$ cat src/rtl/coef_pkg.sv
// ---------------------------------------------------------------------------
// coef_pkg
// Shared definitions for the coefficient loader:
//   - COEFW_DEF : default coefficient word width written to the RAM
//   - AW_DEF    : default coefficient write-address width
//   - SDATA_W   : width of the signed source word on the input stream
//   - state_t   : loader FSM state encoding
// ---------------------------------------------------------------------------
package coef_pkg;

    localparam int COEFW_DEF = 18;
    localparam int AW_DEF    = 7;
    localparam int SDATA_W   = 32;

    typedef enum logic [1:0] {
        ST_IDLE  = 2'd0,
        ST_LOAD  = 2'd1,
        ST_DRAIN = 2'd2,
        ST_DONE  = 2'd3
    } state_t;

endpackage : coef_pkg

$ cat src/rtl/coef_sat.sv
// ---------------------------------------------------------------------------
// coef_sat
// Combinational word-width conversion from the IN_W-bit signed source word
// to the OUT_W-bit signed coefficient.
//   SATURATE = 0 : plain truncation, dout_o = din_i[OUT_W-1:0]
//   SATURATE = 1 : clamp to [-2**(OUT_W-1), 2**(OUT_W-1)-1]
// Ports:
//   din_i  : signed source word (IN_W bits)
//   dout_o : converted signed coefficient (OUT_W bits)
// Only the selected branch is elaborated, so the truncating build carries no
// comparison logic at all.
// ---------------------------------------------------------------------------
module coef_sat
    import coef_pkg::*;
#(
    parameter int IN_W     = SDATA_W,
    parameter int OUT_W    = COEFW_DEF,
    parameter bit SATURATE = 1'b0
) (
    input  logic [IN_W-1:0]  din_i,
    output logic [OUT_W-1:0] dout_o
);

    generate
        if (SATURATE) begin : g_sat
            // The value fits in OUT_W signed bits exactly when every bit from
            // the output sign position upward is a copy of the input sign.
            logic [IN_W-OUT_W:0] top_bits;
            logic                fits;

            assign top_bits = din_i[IN_W-1:OUT_W-1];
            assign fits     = (top_bits == '0) || (top_bits == '1);

            always_comb begin
                if (fits) begin
                    dout_o = din_i[OUT_W-1:0];
                end else if (din_i[IN_W-1]) begin
                    dout_o = {1'b1, {(OUT_W-1){1'b0}}};
                end else begin
                    dout_o = {1'b0, {(OUT_W-1){1'b1}}};
                end
            end
        end else begin : g_trunc
            assign dout_o = din_i[OUT_W-1:0];

            // Upper source bits are intentionally dropped in this build.
            if (OUT_W < IN_W) begin : g_drop
                logic unused_hi;
                assign unused_hi = ^din_i[IN_W-1:OUT_W];
            end
        end
    endgenerate

endmodule : coef_sat

$ cat src/rtl/coef_loader.sv
// ---------------------------------------------------------------------------
// coef_loader
// Loads one frame of coefficients from a valid/ready stream into a
// coefficient RAM write port.  A single-cycle start in IDLE opens a frame;
// every accepted word is converted and written one cycle later at the next
// sequential address.  Frames that end early set err_short; frames that run
// past NCOEF words set err_long and the surplus words are drained unwritten
// until s_last.  done pulses for the single DONE cycle.
//
// Parameters:
//   COEFW : coefficient word width
//   AW    : RAM write-address width
//   NCOEF : expected coefficients per frame (1 .. 2**AW)
// Ports:
//   clkw            : clock, all logic on the rising edge
//   rst             : synchronous active-high reset
//   start           : begin a frame (honoured in IDLE only)
//   s_data          : signed 32-bit source word
//   s_valid         : s_data valid
//   s_last          : final word of the frame
//   s_ready         : loader accepts a word this cycle (LOAD / DRAIN)
//   coef_write      : converted coefficient to the RAM
//   coef_write_addr : RAM write address
//   coef_write_en   : RAM write strobe
//   busy            : frame in progress (LOAD / DRAIN / DONE)
//   done            : one-cycle end-of-frame pulse
//   err_short       : sticky, s_last seen before NCOEF words
//   err_long        : sticky, NCOEF words seen without s_last
// Build option:
//   COEF_LOADER_SATURATE_EN : when defined, words are saturated to the signed
//                             COEFW range instead of truncated.
// ---------------------------------------------------------------------------
module coef_loader
    import coef_pkg::*;
#(
    parameter int COEFW = COEFW_DEF,
    parameter int AW    = AW_DEF,
    parameter int NCOEF = 2**AW
) (
    input  logic               clkw,
    input  logic               rst,
    input  logic               start,
    input  logic [SDATA_W-1:0] s_data,
    input  logic               s_valid,
    input  logic               s_last,
    output logic               s_ready,
    output logic [COEFW-1:0]   coef_write,
    output logic [AW-1:0]      coef_write_addr,
    output logic               coef_write_en,
    output logic               busy,
    output logic               done,
    output logic               err_short,
    output logic               err_long
);

`ifdef COEF_LOADER_SATURATE_EN
    localparam bit SAT_EN = 1'b1;
`else
    localparam bit SAT_EN = 1'b0;
`endif

    localparam logic [AW-1:0] LAST_IDX = AW'(NCOEF - 1);

    state_t           state_q,     state_d;
    logic [AW-1:0]    cnt_q,       cnt_d;
    logic [COEFW-1:0] wr_data_q,   wr_data_d;
    logic [AW-1:0]    wr_addr_q,   wr_addr_d;
    logic             wr_en_q,     wr_en_d;
    logic             err_short_q, err_short_d;
    logic             err_long_q,  err_long_d;
    logic [COEFW-1:0] conv_data;
    logic             at_last_idx;

    coef_sat #(
        .IN_W     (SDATA_W),
        .OUT_W    (COEFW),
        .SATURATE (SAT_EN)
    ) u_sat (
        .din_i  (s_data),
        .dout_o (conv_data)
    );

    assign at_last_idx = (cnt_q == LAST_IDX);

    always_ff @(posedge clkw) begin
        if (rst) begin
            state_q     <= ST_IDLE;
            cnt_q       <= '0;
            wr_data_q   <= '0;
            wr_addr_q   <= '0;
            wr_en_q     <= 1'b0;
            err_short_q <= 1'b0;
            err_long_q  <= 1'b0;
        end else begin
            state_q     <= state_d;
            cnt_q       <= cnt_d;
            wr_data_q   <= wr_data_d;
            wr_addr_q   <= wr_addr_d;
            wr_en_q     <= wr_en_d;
            err_short_q <= err_short_d;
            err_long_q  <= err_long_d;
        end
    end

    always_comb begin
        state_d     = state_q;
        cnt_d       = cnt_q;
        wr_data_d   = wr_data_q;
        wr_addr_d   = wr_addr_q;
        wr_en_d     = 1'b0;
        err_short_d = err_short_q;
        err_long_d  = err_long_q;
        s_ready     = 1'b0;

        case (state_q)
            ST_IDLE: begin
                if (start) begin
                    state_d     = ST_LOAD;
                    cnt_d       = '0;
                    err_short_d = 1'b0;
                    err_long_d  = 1'b0;
                end
            end

            ST_LOAD: begin
                s_ready = 1'b1;
                if (s_valid) begin
                    wr_en_d   = 1'b1;
                    wr_data_d = conv_data;
                    wr_addr_d = cnt_q;
                    // Hold at the last index so the counter can never wrap
                    // (with NCOEF == 2**AW the increment would roll to 0).
                    if (!at_last_idx) begin
                        cnt_d = cnt_q + 1'b1;
                    end
                    if (s_last) begin
                        state_d = ST_DONE;
                        if (!at_last_idx) begin
                            err_short_d = 1'b1;
                        end
                    end else if (at_last_idx) begin
                        state_d    = ST_DRAIN;
                        err_long_d = 1'b1;
                    end
                end
            end

            ST_DRAIN: begin
                s_ready = 1'b1;
                if (s_valid && s_last) begin
                    state_d = ST_DONE;
                end
            end

            ST_DONE: begin
                state_d = ST_IDLE;
            end

            default: begin
                state_d = ST_IDLE;
            end
        endcase
    end

    assign coef_write      = wr_data_q;
    assign coef_write_addr = wr_addr_q;
    assign coef_write_en   = wr_en_q;
    assign busy            = (state_q != ST_IDLE);
    assign done            = (state_q == ST_DONE);
    assign err_short       = err_short_q;
    assign err_long        = err_long_q;

endmodule : coef_loader
$ cat config.mk
export PLATFORM = sky130hd
export DESIGN_NAME = coef_loader
export DESIGN_NICKNAME = d
export VERILOG_FILES = /design/src/rtl/coef_pkg.sv /design/src/rtl/coef_sat.sv /design/src/rtl/coef_loader.sv
export SDC_FILE = /design/constraint.sdc
export NUM_CORES = 1
export LEC_CHECK = 0
export CAP_MARGIN = 30
export CORE_UTILIZATION = 38
export CTS_CLUSTER_SIZE = 8
export DETAILED_ROUTE_END_ITERATION = 12
export PLACE_DENSITY = 0.76
export SYNTH_ARGS = -nofsm -noshare
export SYNTH_HDL_FRONTEND = slang
export SYNTH_SLANG_ARGS = --single-unit
export TNS_END_PERCENT = 30
$ cat constraint.sdc
create_clock -name clkw -period 1.9 [get_ports clkw]
set_input_delay 0.57 -clock clkw [delete_from_list [all_inputs] [get_ports clkw]]
set_output_delay 0.57 -clock clkw [all_outputs]
set_load 0.1 [all_outputs]
==> flow_summary.json <==
{
  "vias": 1538,
  "detail_route.wirelength.met1_um": 1710,
  "hold_class": "flip-flop to flip-flop",
  "design.die.area_mm2": 0.00444,
  "wl_per_cell_um": 12.6,
  "ioPinCount": 68,
  "total_number_of_h_tree_levels": 2,
  "clk_pin_slew_worst_paths_ns": 0.07,
  "skew_final_ns": 0.00517,
  "syn_nets": 236,
  "post-route-worst-setup-slack_ns": 0.0529,
  "chipWidth_um": 66.6,
  "drt-initial-drc-count": 88,
  "fin_util_pct": 65.9,
  "dominantRegCellSynth": "sky130_fd_sc_hd__dfxtp_1",
  "proportion_of_netlist_area_held_by_the_largest_area_contributor_pct": 46.7,
  "finalHoldViolCount": 0,
  "worst-path-max-fanout": 4,
  "dr_drc_count": 0,
  "clock-sinks": 37,
  "fin_hold_ws_ns": 0.491,
  "grt_start_max_net_pins": 27,
  "leakagePower_nw": 0.990,
  "globalRouteOverflowTotal": 0,
  "worstMarginPinSlew_ns": 0.304,
  "powerDensity_mw_per_mm2": 1200,
  "fin_total_pwr_mw": 3.16,
  "initial_core_util_pct": 39.7,
  "run_status": "finished clean",
  "antenna-diode-count": 0,
  "synth_edf_count": 0,
  "layout.cells.most_common": "sky130_fd_sc_hd__nand2_1",
  "final_period_demand_of_the_worst_path_ns": 1.85,
  "synthDominantAreaCellType": "sky130_fd_sc_hd__dfxtp_1",
  "grt_pass1_vias": 1366,
  "core_region_area_mm2": 0.00400,
  "synth_area_per_cell_um2": 8.22,
  "syn2layout_area_growth_pct": 66.2,
  "report.final.slew_viol_count": 0,
  "post-place-cells": 300,
  "cap_viol_max_count": 0,
  "setup_viol_count_final": 0,
  "critPathKind": "flip-flop to output pin",
  "globalplace.congestion": 0.882,
  "insertion_delay_ns": 0.29,
  "dpl_worst_slack_ns": -0.168,
  "achievable-frequency_mhz": 541,
  "fp.dieH_um": 66.6,
  "layout.cells.most_common_list": "sky130_fd_sc_hd__nand2_1 (54), sky130_fd_sc_hd__dfxtp_1 (36), sky130_fd_sc_hd__buf_12 (32)",
  "slew_headroom_pct": 79.5,
  "synth-async-reset-ratio_pct": 0,
  "setup_bufs_post_cts": 0,
  "detail_route.vias_per_cell": 4.99,
  "wl_met2_um": 1900,
  "numCtsBuffers": 5,
  "hold_buffers": 0,
  "element_type_at_the_critical_path_start": "flip-flop",
  "required_ns": 1.33,
  "ctsRootBufferMaster": "sky130_fd_sc_hd__clkbuf_8",
  "critical_path_arrival_ns": 1.28,
  "final-instance-count-excl-fill": 308,
  "finish.net_count": 300,
  "yosysWarningCount": 0,
  "detail_route.first_pass.iterations": 4,
  "std_cell_rows": 23,
  "rsz0062_at_grt": "true",
  "yosys-top-cells-area": "sky130_fd_sc_hd__dfxtp_1 (47%), sky130_fd_sc_hd__nand2_1 (13%), sky130_fd_sc_hd__a21oi_1 (8.5%), sky130_fd_sc_hd__ha_1 (4.7%), sky130_fd_sc_hd__nand3_1 (1.9%)",
  "cts_tree": "done",
  "ir_drop_uv": 1240,
  "clock_tree.buffer_depth": 2,
  "synth_sequential_area_ratio_pct": 46.7,
  "final_antenna_net_count": 0,
  "post_synth_instance_area_mm2": 0.00159,
  "post_route_cells_drive_above_1_share_pct": 22.9,
  "finalWirelength_um": 3880,
  "synthesis.instances": 193,
  "grt_pass1_wl_um": 6070,
  "global_route.usage.total_pct": 18.1,
  "synth_cell_type_count": 37,
  "hpwl_um": 2770,
  "flip_flop_and_latch_count_after_synthesis": 37,
  "routed.top_layer": "met4",
  "io_buffers": 53,
  "grt_antenna_before_repair": 0,
  "met3RoutedLength_um": 195,
  "critical_path.endpoint_type": "output pin",
  "post-route-period-util_pct": 97.2
}
-- critical path, stage by stage, from the launching register on --
cell and delay, ns:
sky130_fd_sc_hd__dfxtp_2 0.36, sky130_fd_sc_hd__inv_1 0.09, sky130_fd_sc_hd__ha_2 0.36, sky130_fd_sc_hd__buf_12 0.17
-- power by group --
part / internal, mW / leakage, nW / switching (mW)
logic: 0.646 / 0.645 / 1.06
clock network: 0.254 / 0.0450 / 0.271
registers: 0.856 / 0.300 / 0.0768
total: 1.76 / 0.990 / 1.40
-- layout make-up --
type	count	area, um^2
Clock buffer	6	72.6
Clock inverter	2	10.0
Fill cell	338	1360
Inverter	4	15.0
Multi-Input combinational cell	142	777
Sequential cell	37	742
Tap cell	50	62.6
Timing Repair Buffer	67	958
-- cell usage after synthesis (2+ instances only) --
master and instances:
sky130_fd_sc_hd__a211oi_1 2, sky130_fd_sc_hd__a21boi_1 2, sky130_fd_sc_hd__a21oi_1 27, sky130_fd_sc_hd__and3_1 2, sky130_fd_sc_hd__buf_6 2, sky130_fd_sc_hd__clkbuf_1 6
sky130_fd_sc_hd__dfxtp_1 37, sky130_fd_sc_hd__ha_1 6, sky130_fd_sc_hd__inv_1 4, sky130_fd_sc_hd__nand2_1 54, sky130_fd_sc_hd__nand2b_1 2, sky130_fd_sc_hd__nand3_1 6
sky130_fd_sc_hd__nor2_1 6, sky130_fd_sc_hd__nor2b_1 3, sky130_fd_sc_hd__nor3_1 3, sky130_fd_sc_hd__o211ai_1 2, sky130_fd_sc_hd__o21a_1 4, sky130_fd_sc_hd__o21ai_0 3
sky130_fd_sc_hd__o31ai_1 2, sky130_fd_sc_hd__or4_1 3
-- registers in the layout, indices dropped and copies added, names as in the netlist --
register / flops
coef_write: 18
cnt_q: 7
coef_write_addr: 7
state_q: 2
coef_write_en: 1
err_long: 1
err_short: 1
-- final timing paths --
check | from | to | slack [ns] | depth (start not counted)
worst max register to register | state_q[1] | cnt_q[4] | 0.12 | 6
worst max-delay path | state_q[0] | s_ready | 0.05 | 3
worst min register to register | coef_write[3] | coef_write[3] | 0.49 | 2
worst min-delay path | coef_write[3] | coef_write[3] | 0.49 | 2
-- metal layers --
metal / GRT usage (%) / vias up
met4: 7.45 / 0
met1: 22.5 / 703
met3: 5.48 / 7
met2: 28.7 / 42
li1: - / 786
met5: 0 / -
-- cells by family (layout without fill, tap and decap cells) --
| kind of cell | Yosys count | count (layout) | share of synthesized area, % |
|---|---|---|---|
| AOI/OAI and AO/OA | 48 | 48 | 18.5 |
| adders and majority gates | 6 | 6 | 4.73 |
| buffers and inverters | 14 | 79 | 4.49 |
| DFF | 37 | 37 | 46.7 |
| muxes | 1 | 1 | 0.631 |
| and+or+nand+nor | 87 | 87 | 25.0 |
-- stage by stage --
step	area (um^2)	setup TNS, ns
global placement	2550	-0.718
CTS	2640	0
global route	2640	-0.00215
finish	2640	0
floorplan	1590	0
detailed placement	2550	-0.964
-- repair_timing --
item	4_1_cts	5_1_grt
gates cloned	0	0
setup endpoints to repair	2	2
gates resized for setup	1	1
(Power assumes the default switching activity.)
